[src/rtl/router_pkg.sv]
// Shared mesh-router definitions.
// Holds the one-hot direction identities, the req/grant bit indices and the default flit width
// used by every router port.
package router_pkg;

  localparam int unsigned NumPorts  = 5;
  localparam int unsigned FlitWidth = 64;

  // One-hot direction identities; also the grant pattern selecting that input.
  localparam logic [NumPorts-1:0] DIR_L  = 5'b10000;
  localparam logic [NumPorts-1:0] DIR_R  = 5'b01000;
  localparam logic [NumPorts-1:0] DIR_U  = 5'b00100;
  localparam logic [NumPorts-1:0] DIR_D  = 5'b00010;
  localparam logic [NumPorts-1:0] DIR_PE = 5'b00001;

  // Bit positions inside req/grant.
  localparam int unsigned IdxL  = 4;
  localparam int unsigned IdxR  = 3;
  localparam int unsigned IdxU  = 2;
  localparam int unsigned IdxD  = 1;
  localparam int unsigned IdxPE = 0;

endpackage

[src/rtl/rr_arbiter.sv]
// Five-way round-robin arbiter.
// Ports:
//   clk, rst  - clock, synchronous active-high reset (priority returns to L)
//   en        - arbitration allowed (FIFO has room and not in reset)
//   req       - request vector, bit4 L .. bit0 PE
//   grant     - one-hot grant, combinational from req and the priority register
// Scanning starts at the priority bit and moves toward bit0, wrapping to bit4. After a grant the
// priority moves to the bit just below the winner.
module rr_arbiter
  import router_pkg::*;
(
  input  logic                clk,
  input  logic                rst,
  input  logic                en,
  input  logic [NumPorts-1:0] req,
  output logic [NumPorts-1:0] grant
);

  logic [NumPorts-1:0] prio_q, prio_d;
  logic                armed;
  logic                found;

  // Walk the ports twice from high to low. Arming on the priority bit during the first pass makes
  // the scan begin there; the second pass provides the bit0 -> bit4 wrap.
  always_comb begin
    grant = '0;
    armed = 1'b0;
    found = 1'b0;
    for (int n = 2 * NumPorts - 1; n >= 0; n--) begin
      if (n >= int'(NumPorts) && prio_q[n % NumPorts]) begin
        armed = 1'b1;
      end
      if (en && armed && !found && req[n % NumPorts]) begin
        grant[n % NumPorts] = 1'b1;
        found               = 1'b1;
      end
    end
  end

  // Rotate right: the bit after the winner in scan order, bit0 wrapping to bit4.
  always_comb begin
    prio_d = prio_q;
    if (found) begin
      prio_d = {grant[0], grant[NumPorts-1:1]};
    end
  end

  always_ff @(posedge clk) begin
    if (rst) begin
      prio_q <= DIR_L;
    end else begin
      prio_q <= prio_d;
    end
  end

endmodule

[src/rtl/output_interface.sv]
// Mesh-router output port.
// Arbitrates round-robin among the five input interfaces requesting this direction and moves the
// winning flit into a small FIFO that drives the send/ready handshake downstream.
// Ports:
//   clk, rst              - clock, synchronous active-high reset
//   req                   - per-input requests, bit4 L, bit3 R, bit2 U, bit1 D, bit0 PE
//   dataiL .. dataiPE     - flit offered by each input interface
//   ro                    - downstream ready
//   grant                 - one-hot grant; also the buffer-clear pulse to the winning input
//   so                    - FIFO holds a valid flit
//   datao                 - flit at the FIFO head
module output_interface
  import router_pkg::*;
#(
  parameter int unsigned         DATA_WIDTH   = FlitWidth,
  parameter logic [NumPorts-1:0] DIRECTION    = DIR_PE,
  parameter int unsigned         BUFFER_DEPTH = 1
) (
  input  logic                  clk,
  input  logic                  rst,
  input  logic [NumPorts-1:0]   req,
  input  logic [DATA_WIDTH-1:0] dataiL,
  input  logic [DATA_WIDTH-1:0] dataiR,
  input  logic [DATA_WIDTH-1:0] dataiU,
  input  logic [DATA_WIDTH-1:0] dataiD,
  input  logic [DATA_WIDTH-1:0] dataiPE,
  input  logic                  ro,
  output logic [NumPorts-1:0]   grant,
  output logic                  so,
  output logic [DATA_WIDTH-1:0] datao
);

  localparam int unsigned PtrW = (BUFFER_DEPTH > 1) ? $clog2(BUFFER_DEPTH) : 1;
  localparam int unsigned CntW = $clog2(BUFFER_DEPTH + 1);

  // DIRECTION only names the port; it does not steer any logic.
  logic unused_direction;
  assign unused_direction = ^DIRECTION;

  logic [DATA_WIDTH-1:0] mem_q [BUFFER_DEPTH];
  logic [DATA_WIDTH-1:0] mem_d [BUFFER_DEPTH];
  logic [PtrW-1:0]       wr_ptr_q, wr_ptr_d;
  logic [PtrW-1:0]       rd_ptr_q, rd_ptr_d;
  logic [CntW-1:0]       count_q, count_d;
  logic [DATA_WIDTH-1:0] push_data;
  logic                  full;
  logic                  push;
  logic                  pop;

  function automatic logic [PtrW-1:0] ptr_inc(input logic [PtrW-1:0] p);
    return (p == PtrW'(BUFFER_DEPTH - 1)) ? '0 : p + PtrW'(1);
  endfunction

  assign full = (count_q == CntW'(BUFFER_DEPTH));

  // No grant when full even if a pop happens this cycle, and none while in reset.
  rr_arbiter u_arb (
    .clk   (clk),
    .rst   (rst),
    .en    (!full && !rst),
    .req   (req),
    .grant (grant)
  );

  assign push  = |grant;
  assign so    = (count_q != '0);
  assign pop   = so && ro;
  assign datao = mem_q[rd_ptr_q];

  always_comb begin
    push_data = '0;
    unique case (grant)
      DIR_L:   push_data = dataiL;
      DIR_R:   push_data = dataiR;
      DIR_U:   push_data = dataiU;
      DIR_D:   push_data = dataiD;
      DIR_PE:  push_data = dataiPE;
      default: push_data = '0;
    endcase
  end

  always_comb begin
    mem_d    = mem_q;
    wr_ptr_d = wr_ptr_q;
    rd_ptr_d = rd_ptr_q;
    count_d  = count_q;
    if (push) begin
      mem_d[wr_ptr_q] = push_data;
      wr_ptr_d        = ptr_inc(wr_ptr_q);
    end
    if (pop) begin
      rd_ptr_d = ptr_inc(rd_ptr_q);
    end
    if (push && !pop) begin
      count_d = count_q + CntW'(1);
    end else if (pop && !push) begin
      count_d = count_q - CntW'(1);
    end
  end

  always_ff @(posedge clk) begin
    if (rst) begin
      wr_ptr_q <= '0;
      rd_ptr_q <= '0;
      count_q  <= '0;
      for (int i = 0; i < int'(BUFFER_DEPTH); i++) begin
        mem_q[i] <= '0;
      end
    end else begin
      wr_ptr_q <= wr_ptr_d;
      rd_ptr_q <= rd_ptr_d;
      count_q  <= count_d;
      mem_q    <= mem_d;
    end
  end

endmodule

[config.mk]
export PLATFORM = sky130hd
export DESIGN_NAME = output_interface
export DESIGN_NICKNAME = d
export VERILOG_FILES = /design/src/rtl/router_pkg.sv /design/src/rtl/rr_arbiter.sv /design/src/rtl/output_interface.sv
export SDC_FILE = /design/constraint.sdc
export NUM_CORES = 1
export LEC_CHECK = 0
export ABC_CLOCK_PERIOD_IN_PS = 11100
export CAP_MARGIN = 5
export CORE_AREA = 4 4 154 156
export CTS_BUF_LIST = sky130_fd_sc_hd__clkbuf_16
export DETAILED_ROUTE_END_ITERATION = 6
export DIE_AREA = 0 0 158 160
export GPL_TIMING_DRIVEN = 0
export PLACE_DENSITY_LB_ADDON = 0.1
export REMOVE_ABC_BUFFERS = 1
export SETUP_SLACK_MARGIN = 0.5
export SLEW_MARGIN = 20
export SYNTH_ARGS = -nofsm -noshare
export SYNTH_HDL_FRONTEND = slang
export SYNTH_HIERARCHICAL = 1
export SYNTH_SLANG_ARGS = --single-unit
[constraint.sdc]
create_clock -name clk -period 11.1 [get_ports clk]
set_input_delay 3.33 -clock clk [delete_from_list [all_inputs] [get_ports clk]]
set_output_delay 3.33 -clock clk [all_outputs]
set_load 0.01 [all_outputs]
; ---- Word-level counts from Yosys, hierarchy flattened
; Index checks and enable logic that the tools add are counted.
[op_classes]
addsub = 4
mul = 0
div = 0
order_cmp = 3
n_eq_ne = 5
shifts = 0
muxes = 32
bitwise_logic = 0
reduce_logical = 44
[op_table]
columns = op, n
row1 = $pmux W64 S5, 1
row2 = $mux W64, 2
row3 = $bwmux W64, 1
row4 = $logic_and A1 B1 Y1, 29
row5 = $mux W1, 28
row6 = $logic_not A1 Y1, 13
row7 = $eq A5 B1 Y1 const B, 1
row8 = $eq A5 B2 Y1 const B, 1
row9 = $eq A5 B3 Y1 const B, 1
row10 = $eq A5 B4 Y1 const B, 1
row11 = $eq A5 B5 Y1 const B, 1
row12 = $reduce_or A5 Y1, 1
row13 = $add A1 B1 Y1 const B, 3
row14 = $lt A1 B1 Y1 const B, 2
row15 = $reduce_bool A2 Y1, 1
row16 = $ge A1 B1 Y1 const B, 1
row17 = $sub A1 B1 Y1 const B, 1
[totals]
regBits = 72
latchBits = 0
ramBits = 0
mem_bits_ro = 0
input_bits = 328
output_inout_bits = 70
elab_cells = 93
n_memories = 0

; ---- Depth between registers and ports, before layout
; Gate-level depths: netlist (run 1).
[depth]
depth_word = 46
ltp_mapped = 15
depth_no_buf = 9

; ---- Cells and area by module
; The synthesis (run 1) kept the hierarchy.
[modules_own_cells]
columns = mod, instances, cells_each, area_each_um2, seq_area_each_um2
row1 = output_interface, 1, 607, 4575.6, 1301.2
row2 = rr_arbiter, 1, 48, 400.4, 100.1

; ---- Worst setup path after synthesis (run 1)
; No wires, ideal clock.
[synth_path]
path_kind = in2out
from = input port rst
to = output port grant[2]
t_arrival_ps = 4831
t_required_ps = 7770
path_slack_ps = 2939
stages = 6
path_buffers = 1
path_cell_list = clkbuf_1 > nor2_1 > nor4b_1 > mux2_1 > nand3b_1 > a21boi_0
[synth_via]
elab_chain_len = 33
elab_cells_between_ends = 38
classes_between = mux: 9 / reduce/logical: 29
[synth_lines]
columns = item, line_no
row1 = start: declaration, output_interface.sv:20  ; input logic rst,
row2 = $logic_not A1 Y1 (*), output_interface.sv:60  ; .en (!full && !rst),
row3 = $logic_and A1 B1 Y1 (*), output_interface.sv:60
row4 = $logic_and A1 B1 Y1 (2 in a row), rr_arbiter.sv:33  ; if (en && armed && !found && req[n % NumPorts]) begin
row5 = $mux W1, rr_arbiter.sv:33
row6 = $logic_not A1 Y1, rr_arbiter.sv:33
row7 = $logic_and A1 B1 Y1 (2 in a row), rr_arbiter.sv:33
row8 = $mux W1, rr_arbiter.sv:33
row9 = $logic_not A1 Y1, rr_arbiter.sv:33
row10 = [12 not listed], --
row11 = $logic_and A1 B1 Y1 (2 in a row), rr_arbiter.sv:33
row12 = $mux W1, rr_arbiter.sv:33
row13 = $logic_not A1 Y1, rr_arbiter.sv:33
row14 = $logic_and A1 B1 Y1 (2 in a row), rr_arbiter.sv:33
row15 = $mux W1, rr_arbiter.sv:33
row16 = $logic_not A1 Y1, rr_arbiter.sv:33
row17 = $logic_and A1 B1 Y1 (2 in a row), rr_arbiter.sv:33
row18 = $mux W1 (*), rr_arbiter.sv:33
row19 = end: declaration, output_interface.sv:28  ; output logic [NumPorts-1:0] grant,
; Mark *: on every way between the ends. The rest lies on a longest branch, timed or not.

; ---- Worst setup path in the final report (run 1)
[layout_path]
from = input port rst
to = output port grant[4]
[layout_via]
elab_chain_len = 25
elab_cells_between_ends = 29
classes_between = mux: 6 / reduce/logical: 23
[layout_lines]
columns = item, line_no
row1 = $logic_not A1 Y1 (*), output_interface.sv:60
row2 = $logic_and A1 B1 Y1 (*), output_interface.sv:60
row3 = $logic_and A1 B1 Y1 (2 in a row), rr_arbiter.sv:33
row4 = $mux W1, rr_arbiter.sv:33
row5 = $logic_not A1 Y1, rr_arbiter.sv:33
row6 = $logic_and A1 B1 Y1 (2 in a row), rr_arbiter.sv:33
row7 = $mux W1, rr_arbiter.sv:33
row8 = $logic_not A1 Y1, rr_arbiter.sv:33
row9 = [4 not listed], --
row10 = $logic_and A1 B1 Y1 (2 in a row), rr_arbiter.sv:33
row11 = $mux W1, rr_arbiter.sv:33
row12 = $logic_not A1 Y1, rr_arbiter.sv:33
row13 = $logic_and A1 B1 Y1 (2 in a row), rr_arbiter.sv:33
row14 = $mux W1, rr_arbiter.sv:33
row15 = $logic_not A1 Y1, rr_arbiter.sv:33
row16 = $logic_and A1 B1 Y1 (2 in a row), rr_arbiter.sv:33
row17 = $mux W1 (*), rr_arbiter.sv:33
; Marks and branches as above.

==> out/results.ini, run 1 <==
[cts]
htree_levels = 3
postCtsSetupBuffers = 0
cts_tree = built
hold_buffers = 0
cts.repair.resized = 0
clock_sinks = 70
cts-root-buf = clkbuf_16
clk_pin_slew_worst_paths_ns = 0.06
numCtsBuffers = 9
clock_path_buffers = 2
worstSkewPairLatency_ns = 0.34

[logic_synthesis]
async_flop_share_pct = 0
yosysTopAreaCell = dfxtp_1
yosysSeqAreaShare_pct = 28.2
synth-main-ff-cell = dfxtp_1
synth_mux_area_share_pct = 0.226
ys_warn_count = 6
ys_types = 45
ys_ff_latch = 70
synth_edf_count = 0
yosys.area_share.simple_pct = 20.9
synth_common_cells = dfxtp_1, nor2_1, nand2b_1
synthXorXnorAreaFrac_pct = 0.176
synth_fa_ha_area_share_pct = 0
synthCells = 655
synth_compound_area_share_pct = 42.6
synth_top_family_by_area = compound AO/OA/AOI/OAI gates
synth_most_common_cell = dfxtp_1
synth_area_leaders = dfxtp_1, a211oi_1, a22o_1
syn-cell-area_sq_mm = 0.00498
netlist.area_leader.share_pct = 28.2
syn_avg_cell_area_sq_um = 7.60

[cells_and_area]
finalInstanceArea_sq_mm = 0.00956
instances_no_fill = 1301
final_nets = 1341
multi_input_area_sq_mm = 0.00325
regArea_sq_mm = 0.00140
finish.utilization_pct = 42.7
drive_gt1_share_pct = 5.02
area_growth_pct = 92.1
fillers = 2243
diodes = 0

[drt]
via_count = 6406
drt-vias-per-instance = 4.92
drt_iter0_markers = 300
drc_errors = 0
wl_microns = 26600
ant_nets = 0
wire_per_inst_microns = 20.4
firstDrtPassIters = 4

[worst_setup_path]
r2r-start = u_arb/prio_q[4]
critPathCaptureType = output pin
r2r_end = mem_q[58]
worst-r2r-setup-slack_ns = 6.67
worstPathMaxFanout = 37
worstSetupEndpoint = grant[4]
arrival_ns = 6.55
criticalPathCategory = in -> out
startpoint = rst
cp-start-kind = input pin
reg2reg_depth = 8
cp.required_ns = 7.77

[sta]
final-setup-viol-count = 0
relSlewSlack_pct = 30.8
clock_skew_ns = 0.00373
finalHoldViolations = 0
fin_crit_sh_pct = 89.0
slew_violations = 0
min_period_ns = 9.88
rsz0062_at_grt = false
worst-slew-pin-transition_ns = 1.03
timing.fmax_mhz = 101
hold_ws_ns = 0.495

[placed_design]
io_buffers = 397
placed_cells = 1287
dp_hpwl_microns = 20600
gp_congestion = 0.783
place_area_sq_mm = 0.00931

[global_route]
antenna_found_initial = 0
track_usage_pct = 19.8
overflow = 0
grt_max_degree = 67
grt_pass1_wl_microns = 38700
grt_pass1_vias = 6340

[die]
boundaryPins = 398
chipHeight_microns = 160
fp.dieW_microns = 158
core-area_sq_mm = 0.0224
start_util_pct = 22.2
die_area_sq_mm = 0.0253
rows = 55

[job]
drv_cap = 0

[pwr]
power_density_mw_per_mm2 = 128
vdd_drop_max_mv = 0.0669
p_leak_nw = 3.46

[min_path]
hp-class = reg -> reg
worstHoldStart = mem_q[59]

[outcome]
status = finished clean

## layout by cell type (no fill, tap or decap), drive strengths merged, types with 6 or more instances in the layout
cell type | netlist | layout
nor3 | 10 | 10
nor2 | 69 | 69
a221oi | 30 | 30
clkdlybuf4s50 | 0 | 396
nand3b | 6 | 6
nand2b | 63 | 63
clkbuf | 44 | 9
a211oi | 59 | 59
nand2 | 23 | 23
a21oi | 53 | 53
a22o | 48 | 48
dfxtp | 70 | 70
o21ai | 47 | 47
buf | 25 | 20
a22oi | 47 | 47
inv | 18 | 20
nor2b | 10 | 10
## area by class of cell
cell class                 instances  share of cell area, %
clock inverter                     5                  0.223
tap                              285                   3.73
clock buffer                       9                   2.36
multi-input combinational        498                   34.0
timing repair buffer             416                   44.3
inverter                          18                  0.707
sequential                        70                   14.7
## worst min path at each step
stage                            to  cells past startpoint
floorplan           u_arb/prio_q[1]                      2
global placement          mem_q[22]                      2
detailed placement        mem_q[21]                      2
CTS                       mem_q[56]                      2
global route              mem_q[31]                      2
finish                    mem_q[59]                      2
## report_power, final
group	leakage (nW)	internal, mW	switching (mW)
clock	0.131	0.145	0.110
sequential	0.579	0.309	0.0290
combinational	2.75	0.335	0.297
## worst max-delay path, stage by stage
cell and delay, ns:
buf_4 0.38, nor2_1 0.30, o311ai_1 0.25, o21ai_1 0.28, o41ai_2 0.41, and3_1 0.88, clkdlybuf4s50_1 0.70
## cell families (layout without fill, tap and decap cells)
kind of cell / Yosys count / after routing
xor gates and xnor gates: 1 / 1
and+or+nand+nor: 197 / 197
AOI/OAI and AO/OA: 299 / 299
muxes: 1 / 1
DFF: 70 / 70
buffers and inverters: 87 / 448
## registers in the layout, summed over array words and instances (netlist names)
| name | count |
|---|---|
| mem_q | 64 |
| u_arb/prio_q | 5 |
| so | 1 |
## layer usage
| metal | part of all wire, % | GRT usage, % | up-vias |
|---|---|---|---|
| li1 | - | - | 3176 |
| met1 | 39 | 23.4 | 2964 |
| met2 | 51 | 35.6 | 236 |
| met3 | 7.5 | 4.80 | 30 |
| met4 | 2.1 | 5.39 | 0 |
| met5 | 0 | 0 | - |
## per-stage QoR
step / power, mW / TNS, ns / setup WS, ns
floorplan: 0.620 / 0 / 0.700
global placement: 0.969 / -443.14 / -6.92
detailed placement: 0.985 / 0 / 1.24
CTS: 1.25 / 0 / 1.23
global route: 1.31 / 0 / 0.912
finish: 1.23 / 0 / 1.22
No activity file was read; power rests on OpenSTA's default activity.
==> run 2, diff against run 1 <==
Settings changed: PLACE_DENSITY_LB_ADDON 0.1 to unset.
==> out/results.ini, run 2 (synthesized netlist as in run 1, its figures left out) <==
[global_route]
grt_pass1_wl_microns = 38300  ; -1.1%
overflow = 0  ; unchanged
track_usage_pct = 19.6  ; -0.26 points
antenna_found_initial = 1  ; +1
grt_max_degree = 67  ; unchanged
grt_pass1_vias = 6673  ; +5.3%

[cts]
worstSkewPairLatency_ns = 0.34  ; about the same
cts_tree = built
numCtsBuffers = 9  ; unchanged
clock_sinks = 70  ; unchanged
hold_buffers = 0  ; unchanged
clk_pin_slew_worst_paths_ns = 0.06  ; about the same
htree_levels = 3  ; unchanged
postCtsSetupBuffers = 0  ; unchanged
clock_path_buffers = 2  ; unchanged
cts.repair.resized = 0  ; unchanged
cts-root-buf = clkbuf_16

[pwr]
power_density_mw_per_mm2 = 134  ; +4.5%
p_sw_uw = 453  ; +3.9%
p_seq_share_pct = 26.3  ; -1.3 points
p_int_uw = 840  ; +6.4%
vdd_drop_max_mv = 0.0627  ; -6.3%
combinationalPowerShare_pct = 49.6  ; -2.0 points
clock_power_share_pct = 24.1  ; +3.3 points
finalPower_mw = 1.29  ; +5.5%
p_leak_nw = 3.51  ; +1.3%
sw_frac_of_total_pct = 35.0  ; -0.55 points

[worst_setup_path]
cp.required_ns = 7.77  ; about the same
path_buf_inv = 3  ; +1
max_stage_delay_ns = 0.92  ; +0.04 ns
critPathSlowestCell = and3_1
worstPathMaxFanout = 40  ; +8.1%
worstPathCellList = buf_4 -> buf_12 -> nor2_1 -> o311ai_1 -> o21ai_1 -> o41ai_2 -> and3_1 -> clkdlybuf4s50_1
criticalPathCategory = in -> out
arrival_ns = 6.72  ; +0.17 ns
critical-path-top-delay-family = buffers and inverters
cp-start-kind = input pin
critPathCaptureType = output pin

[die]
core-area_sq_mm = 0.0224  ; unchanged
start_util_pct = 22.2  ; unchanged
boundaryPins = 398  ; unchanged
fp.dieW_microns = 158  ; unchanged
rows = 55  ; unchanged
die_area_sq_mm = 0.0253  ; unchanged
chipHeight_microns = 160  ; unchanged

[sta]
relSlewSlack_pct = 28.9  ; -1.9 points
rsz0062_at_grt = false
timing.fmax_mhz = 99.5  ; -1.7%
clock_skew_ns = 0.00863  ; +0.00490 ns
slew_violations = 0  ; unchanged
hold_ws_ns = 0.495  ; +0.000351 ns
finalHoldViolations = 0  ; unchanged
fin_crit_sh_pct = 90.5  ; +1.5 points
worst-slew-pin-transition_ns = 1.07  ; +0.0326 ns
min_period_ns = 10.05  ; +0.168 ns
final-setup-viol-count = 0  ; unchanged

[drt]
wl_microns = 26700  ; +0.54%
highest_layer = met5
drc_errors = 0  ; unchanged
routed-wl-met2_microns = 12900  ; -5.5%
drt_iter0_markers = 385  ; +28%
drt-vias-per-instance = 5.07  ; +2.9%
firstDrtPassIters = 5  ; +1
ant_nets = 0  ; unchanged
met3_length_microns = 2370  ; +18%
via_count = 6610  ; +3.2%
wire_per_inst_microns = 20.5  ; +0.23%
wl_met1_microns = 10800  ; +3.5%

[placed_design]
gp_congestion = 0.827  ; +5.6%
dp_hpwl_microns = 20500  ; -0.55%
place_area_sq_mm = 0.00934  ; +0.36%
io_buffers = 397  ; unchanged

[cells_and_area]
diodes = 0  ; unchanged
largest_reg_flops = 64  ; unchanged
area_growth_pct = 93.9
drive_gt1_share_pct = 5.29  ; +0.27 points
mostFrequentLayoutCell = clkdlybuf4s50_1
finalInstanceArea_sq_mm = 0.00965  ; +0.94%
fillers = 2294  ; +2.3%
finish.utilization_pct = 43.1  ; +0.40 points
regMostFlops = mem_q
final_nets = 1343  ; +0.15%
final_cell_mix = clkdlybuf4s50_1, dfxtp_1, nor2_1, nand2b_1, a211oi_1

[outcome]
status = finished clean

[job]
drv_cap = 0  ; unchanged

[min_path]
hp-class = reg -> reg

-- run 2: layer usage --
| metal | global-route usage (%) | vias to the layer above |
|---|---|---|
| li1 | - | 3184 |
| met1 | 23.1 | 3070 |
| met2 | 33.9 | 316 |
| met3 | 5.01 | 38 |
| met4 | 7.25 | 2 |
| met5 | 0 | - |
-- run 2: final cells by class --
class	instances	area [sq um]	area share, %
Sequential cell	70	1400	14.5
Multi-Input combinational cell	498	3240	33.6
Tap cell	285	357	3.70
Inverter	18	67.6	0.700
Timing Repair Buffer	418	4280	44.3
Clock inverter	7	81.3	0.843
Clock buffer	9	225	2.33
-- run 2: through the flow --
step           TNS, ns  setup WS [ns]  std cells
6_report             0           1.05       1305
5_1_grt              0          0.881       1305
4_1_cts              0           1.08       1305
3_5_place_dp         0           1.12       1289
3_3_place_gp   -435.91          -6.90       1268
2_1_floorplan        0          0.700        586
-- run 2: final timing paths --
path / from / endpoint / slack (ns) / cells past startpoint
worst max-delay path: rst / grant[4] / 1.05 / 8
worst min-delay path: mem_q[21] / mem_q[21] / 0.50 / 2
worst max register to register: so / mem_q[51] / 6.51 / 10
worst min register to register: mem_q[21] / mem_q[21] / 0.50 / 2
-- run 2: worst reg2reg max path, stage by stage, from the launching register on --
cell	delay [ns]
dfxtp_1	0.32
nor2_1	0.58
o311ai_1	0.32
o21ai_1	0.30
o41ai_2	0.15
and3_1	0.55
or3_4	0.70
buf_12	0.25
nor2_1	0.78
a221oi_1	0.24
a211oi_1	0.31
-- run 2: power by group through the flow --
stage | logic, mW | registers [mW] | clock network [mW]
floorplan | 0.252 | 0.369 | 0
global placement | 0.624 | 0.343 | 0
detailed placement | 0.645 | 0.345 | 0
CTS | 0.648 | 0.340 | 0.323
global route | 0.695 | 0.347 | 0.331
finish | 0.641 | 0.340 | 0.311
==> run 3, diff against run 2 <==
Settings changed: GPL_TIMING_DRIVEN 0 to unset, SLEW_MARGIN 20 to unset.
==> out/results.ini, run 3 (synthesized netlist as in run 1, its figures left out) <==
[worst_setup_path]
r2r_end = mem_q[43]
worstSetupEndpoint = grant[2]
path_buf_inv = 2  ; -1
worstPathMaxFanout = 12  ; -70%
reg2reg_depth = 11  ; +1
critical-path-top-delay-family = simple AND/OR/NAND/NOR gates
cp-start-kind = input pin
arrival_ns = 5.47  ; -1.25 ns
r2r-start = so
worst-r2r-setup-slack_ns = 6.44  ; -0.07 ns
critPathSlowestCell = clkdlybuf4s50_1
startpoint = rst
worstPathCellList = buf_2 -> nor2_1 -> nor4b_1 -> mux2_1 -> nand3b_1 -> a21boi_1 -> clkdlybuf4s50_1
max_stage_delay_ns = 0.59  ; -0.33 ns
cp.required_ns = 7.77  ; about the same
critPathCaptureType = output pin
path_depth = 7  ; -1
criticalPathCategory = in -> out

[die]
start_util_pct = 22.2  ; unchanged
fp.dieW_microns = 158  ; unchanged
die_area_sq_mm = 0.0253  ; unchanged
boundaryPins = 398  ; unchanged
core-area_sq_mm = 0.0224  ; unchanged
rows = 55  ; unchanged
chipHeight_microns = 160  ; unchanged

[sta]
slew_violations = 0  ; unchanged
clock_skew_ns = 0.0110  ; +0.00233 ns
fin_crit_sh_pct = 79.3  ; -11 points
finalHoldViolations = 0  ; unchanged
fin_ws_ns = 2.30  ; +1.25 ns
rsz0062_at_grt = false
timing.fmax_mhz = 114  ; +14%
final-setup-viol-count = 0  ; unchanged
min_period_ns = 8.80  ; -1.25 ns
relSlewSlack_pct = 25.9  ; -3.0 points
hold_ws_ns = 0.494  ; -0.000912 ns
tns_ns = 0  ; unchanged
worst-slew-pin-transition_ns = 1.11  ; +0.0414 ns

[min_path]
hp-class = reg -> reg
worstHoldStart = u_arb/prio_q[1]

[cells_and_area]
mostFrequentLayoutCell = clkdlybuf4s50_1
finish.utilization_pct = 42.1  ; -1.1 points
final_nets = 1337  ; -0.45%
diodes = 0  ; unchanged
regMostFlops = mem_q
instances_no_fill = 1299  ; -0.46%
area_growth_pct = 89.1
final_cell_mix = clkdlybuf4s50_1, dfxtp_1, nor2_1, nand2b_1, a211oi_1
finalInstanceArea_sq_mm = 0.00941  ; -2.5%
largest_reg_flops = 64  ; unchanged
drive_gt1_share_pct = 4.54  ; -0.76 points

[drt]
wl_microns = 26900  ; +0.48%
firstDrtPassIters = 4  ; -1
drc_errors = 0  ; unchanged
via_count = 6491  ; -1.8%
drt_iter0_markers = 317  ; -18%
ant_nets = 0  ; unchanged
drt-vias-per-instance = 5.00  ; -1.3%
wire_per_inst_microns = 20.7  ; +0.94%

[cts]
clk_pin_slew_worst_paths_ns = 0.06  ; about the same
cts.repair.resized = 0  ; unchanged
postCtsSetupBuffers = 0  ; unchanged
numCtsBuffers = 9  ; unchanged
hold_buffers = 0  ; unchanged
clock_sinks = 70  ; unchanged
clock_path_buffers = 2  ; unchanged
worstSkewPairLatency_ns = 0.34  ; about the same
cts-root-buf = clkbuf_16
htree_levels = 3  ; unchanged
cts_tree = built

[placed_design]
placed_cells = 1283  ; -0.47%
dp_hpwl_microns = 19400  ; -5.0%
io_buffers = 397  ; unchanged
post-place-ws_ns = 2.33  ; +1.21 ns
place_area_sq_mm = 0.00913  ; -2.3%
gp_congestion = 0.809  ; -2.2%

[job]
drv_cap = 0  ; unchanged

[global_route]
antenna_found_initial = 0  ; -1
overflow = 0  ; unchanged
grt_pass1_vias = 6617  ; -0.84%
grt_pass1_wl_microns = 39000  ; +2.0%
grt_max_degree = 71  ; +6.0%
track_usage_pct = 20.0  ; +0.42 points

[pwr]
vdd_drop_max_mv = 0.0579  ; -7.7%
power_density_mw_per_mm2 = 133  ; -0.96%
p_leak_nw = 3.41  ; -2.8%
finalPower_mw = 1.25  ; -3.4%

[outcome]
status = finished clean

-- run 3: area by class of cell --
type                            count  area (sq um)
Sequential cell                    70          1400
Clock buffer                        9           225
Multi-Input combinational cell    498          3220
Inverter                           18          67.6
Clock inverter                      7          56.3
Timing Repair Buffer              412          4080
Tap cell                          285           357
Fill cell                        2309         13000
-- run 3: layer usage --
layer,GRT usage (%),wire length [microns],share of wire [%],up-vias
li1,-,-,-,3169
met5,0,0,0,-
met3,6.59,2690,10,29
met1,23.2,10600,39,3001
met4,5.31,547,2.0,0
met2,35.1,13100,49,292
-- run 3: worst min-delay path by stage --
stage                                  to  cells after the start
final                     u_arb/prio_q[1]                      2
after global routing            mem_q[47]                      2
after CTS                 u_arb/prio_q[1]                      2
after detailed placement  u_arb/prio_q[1]                      2
after global placement          mem_q[22]                      2
after floorplan           u_arb/prio_q[1]                      2
-- run 3: tightest hold or removal path: stages (launching register included) --
cell and delay [ns]:
dfxtp_1 0.31, nand2_1 0.05, a31oi_1 0.07
-- run 3: report_power, final --
group / internal (mW) / leakage [nW] / switching [mW]
Sequential: 0.309 / 0.579 / 0.0307
Combinational: 0.322 / 2.69 / 0.297
Clock: 0.171 / 0.145 / 0.120
